### src/rtl/scan_test_sequencer.sv
// Scan test sequencer: fetches patterns, shifts them into a full-scan chain,
// captures, unloads and compacts all responses into a 16-bit MISR.
module scan_test_sequencer #(
    parameter int CHAIN_LEN = 21,
    parameter int NUM_PI    = 3,
    parameter int NUM_PO    = 6,
    parameter int CNT_W     = 16
) (
    input  logic                        CK,
    input  logic                        RSTN,
    input  logic                        start,
    input  logic                        abort,
    input  logic [CNT_W-1:0]            num_patterns,
    input  logic                        pat_valid,
    output logic                        pat_ready,
    input  logic [CHAIN_LEN+NUM_PI-1:0] pat_data,
    output logic                        scan_en,
    output logic                        scan_in,
    input  logic                        scan_out,
    output logic [NUM_PI-1:0]           pi_out,
    input  logic [NUM_PO-1:0]           po_in,
    output logic                        busy,
    output logic                        done,
    output logic                        sig_valid,
    output logic [15:0]                 signature
);

    localparam int BW = (CHAIN_LEN > 1) ? $clog2(CHAIN_LEN) : 1;
    localparam logic [BW-1:0] LAST_BIT = BW'(CHAIN_LEN - 1);

    typedef enum logic [2:0] {
        S_IDLE,
        S_LOAD,
        S_SHIFT,
        S_CAPTURE,
        S_UNLOAD,
        S_DONE
    } state_e;

    state_e               state_q, state_d;
    logic [CNT_W-1:0]     npat_q, npat_d;
    logic [CNT_W-1:0]     idx_q, idx_d;
    logic [CNT_W-1:0]     idx_inc;
    logic [BW-1:0]        cnt_q, cnt_d;
    logic [CHAIN_LEN-1:0] shreg_q, shreg_d;
    logic [NUM_PI-1:0]    pi_q, pi_d;
    logic [15:0]          misr_q, misr_d;
    logic                 sig_valid_q, sig_valid_d;

    logic                 start_acc;
    logic                 pat_acc;
    logic                 last_bit;

    function automatic logic [15:0] misr_next(input logic [15:0] m,
                                              input logic [15:0] d);
        return (m << 1) ^ (m[15] ? 16'h1021 : 16'h0000) ^ d;
    endfunction

    assign idx_inc  = idx_q + CNT_W'(1);
    assign last_bit = (cnt_q == LAST_BIT);

    // State register
    always_ff @(posedge CK or negedge RSTN) begin
        if (!RSTN) begin
            state_q <= S_IDLE;
        end else begin
            state_q <= state_d;
        end
    end

    // Next-state logic; abort wins over everything outside IDLE
    always_comb begin
        state_d = state_q;
        if (state_q != S_IDLE && abort) begin
            state_d = S_IDLE;
        end else begin
            unique case (state_q)
                S_IDLE: begin
                    if (start && !abort) begin
                        state_d = (num_patterns == '0) ? S_DONE : S_LOAD;
                    end
                end
                S_LOAD: begin
                    if (pat_valid) state_d = S_SHIFT;
                end
                S_SHIFT: begin
                    if (last_bit) state_d = S_CAPTURE;
                end
                S_CAPTURE: begin
                    state_d = (idx_inc == npat_q) ? S_UNLOAD : S_LOAD;
                end
                S_UNLOAD: begin
                    if (last_bit) state_d = S_DONE;
                end
                S_DONE: begin
                    state_d = S_IDLE;
                end
                default: state_d = S_IDLE;
            endcase
        end
    end

    // Output decode; chain-facing strobes drop in the abort cycle itself
    always_comb begin
        pat_ready = (state_q == S_LOAD) && !abort;
        scan_en   = (state_q == S_SHIFT || state_q == S_UNLOAD) && !abort;
        scan_in   = (state_q == S_SHIFT) && !abort && shreg_q[0];
        busy      = (state_q != S_IDLE);
        done      = (state_q == S_DONE) && !abort;
        pi_out    = pi_q;
        sig_valid = sig_valid_q;
        signature = misr_q;
    end

    // Datapath next values: pattern latch, shift, counters and MISR
    always_comb begin
        start_acc   = (state_q == S_IDLE) && start && !abort;
        pat_acc     = pat_ready && pat_valid;
        npat_d      = npat_q;
        idx_d       = idx_q;
        cnt_d       = cnt_q;
        shreg_d     = shreg_q;
        pi_d        = pi_q;
        misr_d      = misr_q;
        sig_valid_d = sig_valid_q;

        if (start_acc) begin
            npat_d      = num_patterns;
            idx_d       = '0;
            misr_d      = '0;
            sig_valid_d = 1'b0;
        end

        if (pat_acc) begin
            shreg_d = pat_data[CHAIN_LEN-1:0];
            pi_d    = pat_data[CHAIN_LEN +: NUM_PI];
            cnt_d   = '0;
        end

        if (!abort) begin
            unique case (state_q)
                S_SHIFT: begin
                    shreg_d = {1'b0, shreg_q[CHAIN_LEN-1:1]};
                    cnt_d   = cnt_q + BW'(1);
                    if (idx_q != '0) begin
                        misr_d = misr_next(misr_q, 16'(scan_out));
                    end
                end
                S_CAPTURE: begin
                    misr_d = misr_next(misr_q, 16'(po_in));
                    idx_d  = idx_inc;
                    cnt_d  = '0;
                end
                S_UNLOAD: begin
                    misr_d = misr_next(misr_q, 16'(scan_out));
                    cnt_d  = cnt_q + BW'(1);
                end
                default: ;
            endcase
        end

        if (state_d == S_DONE && state_q != S_DONE) begin
            sig_valid_d = 1'b1;
        end
    end

    // Datapath registers
    always_ff @(posedge CK or negedge RSTN) begin
        if (!RSTN) begin
            npat_q      <= '0;
            idx_q       <= '0;
            cnt_q       <= '0;
            shreg_q     <= '0;
            pi_q        <= '0;
            misr_q      <= '0;
            sig_valid_q <= 1'b0;
        end else begin
            npat_q      <= npat_d;
            idx_q       <= idx_d;
            cnt_q       <= cnt_d;
            shreg_q     <= shreg_d;
            pi_q        <= pi_d;
            misr_q      <= misr_d;
            sig_valid_q <= sig_valid_d;
        end
    end

endmodule

### config.mk
export PLATFORM = sky130hd
export DESIGN_NAME = scan_test_sequencer
export DESIGN_NICKNAME = d
export VERILOG_FILES = /design/src/rtl/scan_test_sequencer.sv
export SDC_FILE = /design/constraint.sdc
export NUM_CORES = 1
export LEC_CHECK = 0
export CORE_MARGIN = 4
export CORE_UTILIZATION = 57
export DETAILED_ROUTE_END_ITERATION = 10
export GPL_ROUTABILITY_DRIVEN = 0
export GPL_TIMING_DRIVEN = 0
export PLACE_DENSITY = 0.9
export REMOVE_ABC_BUFFERS = 1
export SLEW_MARGIN = 15
export SYNTH_ARGS = -nofsm -noshare
export SYNTH_HDL_FRONTEND = slang
export SYNTH_SLANG_ARGS = --single-unit
### constraint.sdc
create_clock -name CK -period 3.2 [get_ports CK]
set_input_delay 0.64 -clock CK [delete_from_list [all_inputs] [get_ports CK]]
set_output_delay 0.64 -clock CK [all_outputs]
set_load 0.005 [all_outputs]
==> metrics <==
Critical Path Fanout Max 27; r2r worst-path depth 8; number of global-route vias before repair 3634; Final Max Slew Viols 0; CP Class reg2out; post-detailed-route wirelength per cell 17.17 µm; Critical Path Source Type flop; Max Clk Rate 0.3375 GHz; Reg2Reg Launch Point state_q[0]; Worst-Skew Late Latency 360 ps; Top FF cell, synth dfrtp_1; Die Y 96.46 µm; CTS Hold Bufs 0; worst slew pin tran approximately 890 ps; hold crit path type in2async; status complete, no violations; Initial Utilization 0.5990; IO Pins 77; largest net degree at the start of global routing 51; RR Endpoint signature[0]; Reg2Reg Setup Slack around 490 ps; NetSw approximately 900 µW; most common cell after layout, fill and taps aside dfrtp_1; CTS root buffer clkbuf_8; P_leak between 0.002 and 0.0025 µW; CP Data Required Time 2560 ps; clock tree sinks 81; Area contributors post-synth dfrtp_1 45%, o21ai_0 7.1%, mux2i_1 4.9%; CTS max path bufs 2; clk slew on worst S/H paths 90 ps; fin crit period 2963 ps; Final Core Density 0.7340; WL met3 804 µm; async set or reset register ratio after synthesis 1.000; Power Total between 2000 and 3000 µW; vias per cell 6.016; Synth Warn # 0; Sw Share 0.3078; FF+latch count, synth 81; WL final 10750 µm; most frequent cells in the layout 81 x dfrtp_1, 74 x clkdlybuf4s50_1, 62 x o21ai_0, 50 x nand2_1, 26 x nand3_1; Final nets 578; WL met2 5250 µm; CTS H-tree depth 3; antenna diode count 0; detailed-placement wirelength estimate 7702 µm; gr ovfl total 0; Syn Area/Cell roughly 9.7 µm²; initial drt markers 260; fillers 534; Post-Syn Area 0.004461 mm²; Sequential Power Share 0.490; top cell type's share of synthesized area 0.4544; final worst path period share 0.9258; Logic pwr share 0.247; die area 0.009305 mm²; Cell Int Power 2054 µW; final hold vios 0; pwr/cell area 542.9 mW/mm²; Site Rows 31; routed via count 3766; Yosys cell types between 50 and 60; sequential area share after synthesis 0.4544; Max-slew headroom 0.4018; Core Footprint 0.007447 mm²; Area Overhead vs Synth 22.55%; Synth area leader dfrtp_1; Clock Power Share 0.264; initial antenna violation count 0; top sig layer met4; DRC 0; ANT nets after route 0; Worst VDD drop 327.3 µV; max incr delay on CP 550 ps; first-pass GRT wire length roughly 18000 µm; met1 wire length 4493 µm; Post-synth EDFFs 0; first-pass detailed-route iteration total 5; CTS buffer count 9; # Max-Cap Violations 0; final setup fails 0; Critical Path, Cell by Cell nand2b_1 > nor3_4 > buf_8 > and2_1 > clkdlybuf4s50_1; share of cells above drive strength 1 0.1082; RSZ-0062 raised after global routing no; Post-Synthesis Cells ~460; Die W 96.46 µm; CP Capture Type output pin; Max Clock Skew 8.930 ps; TritonCTS clock tree yes; total global routing track utilization 0.2432; cell at the slowest stage of the critical path dfrtp_1; Critical Path AT approximately 2300 ps; Port Buf Inserts 76
## metrics by stage
step | setup TNS [ps] | instance area [µm²] | worst slack, ps | hold WS (ps) | instances
2_1_floorplan | 0 | 4260 | 277.3 | 344.4 | 430
3_3_place_gp | -140160 | 5145 | -1266 | 459.3 | 605
3_5_place_dp | -6833 | 5234 | -464.2 | 470.1 | 609
4_1_cts | 0 | 5456 | 56.82 | 218.1 | 626
5_1_grt | 0 | 5466 | 125.3 | 229.3 | 626
6_report | 0 | 5466 | 237.4 | 212.7 | 626
## sequential cells by signal (all words and copies together), names as in the netlist
signal	count
cnt_q	5
idx_q	16
npat_q	16
pi_out	3
shreg_q	21
sig_valid	1
signature	16
state_q	3
## layout make-up
cell class / instances / area (µm²) / area share
clock buffers: 10 / 137.6 / 0.02518
clock inverters: 6 / 72.57 / 0.01328
inverters: 15 / 56.30 / 0.01030
multi-input cells: 334 / 2212 / 0.4047
flip-flops and latches: 81 / 2027 / 0.3708
well taps: 99 / 123.9 / 0.02266
repair buffers: 81 / 837.1 / 0.1531
## Yosys cell counts, types with 10 or more instances
| library cell | count |
|---|---|
| dfrtp_1 | 81 |
| o21ai_0 | 63 |
| nand2_1 | 50 |
| nand3_1 | 28 |
| mux2i_1 | 22 |
| mux2_2 | 19 |
| xnor2_1 | 18 |
| nor2_1 | 17 |
| inv_1 | 15 |
| a21oi_1 | 12 |
| clkbuf_1 | 11 |
| nor4_1 | 10 |
## layer usage
layer | up-vias | global-route usage
met4 | 0 | 0.08528
met5 | - | 0
met1 | 1819 | 0.3146
met3 | 22 | 0.05267
li1 | 1771 | -
met2 | 154 | 0.4046
## worst max path at each step
stage,cells after the start,slack [ps],endpoint,start
floorplan,7,280,signature[5],state_q[0]
global placement,1,-1270,signature[3],RSTN
detailed placement,7,-460,idx_q[4],abort
CTS,5,60,scan_in,abort
global route,5,130,scan_in,state_q[0]
finish,5,240,scan_in,state_q[0]
## repair_timing
item | in CTS | in global routing
setup buffers | 1 | 0
resized for setup | 1 | 3
endpoints found under the setup margin | 11 | 15
pin swaps | 1 | 0
## critical path: cells and delay by family, from the launching register on
| kind | cells | cell delay (ps) |
|---|---|---|
| DFF | 1 | 550 |
| and+or+nand+nor | 3 | 720 |
| buffers and inverters | 2 | 700 |
## cell families (layout without fill, tap and decap cells)
family | count (synthesis) | after routing | synth area share
buffers and inverters | 44 | 112 | 0.05750
muxes | 41 | 41 | 0.09734
and+or+nand+nor | 151 | 151 | 0.1835
adders and majority gates | 4 | 4 | 0.01122
AOI/OAI and AO/OA | 111 | 111 | 0.1431
DFF | 81 | 81 | 0.4544
xor gates and xnor gates | 27 | 27 | 0.05302
## power by group through the flow
stage	logic (µW)	registers (µW)	clock network [µW]
3_3_place_gp	673	1450	0
6_report	732	1450	782
5_1_grt	815	1480	844
3_5_place_dp	729	1470	0
2_1_floorplan	457	1420	0
4_1_cts	736	1450	794
(Power assumes the default switching activity.)
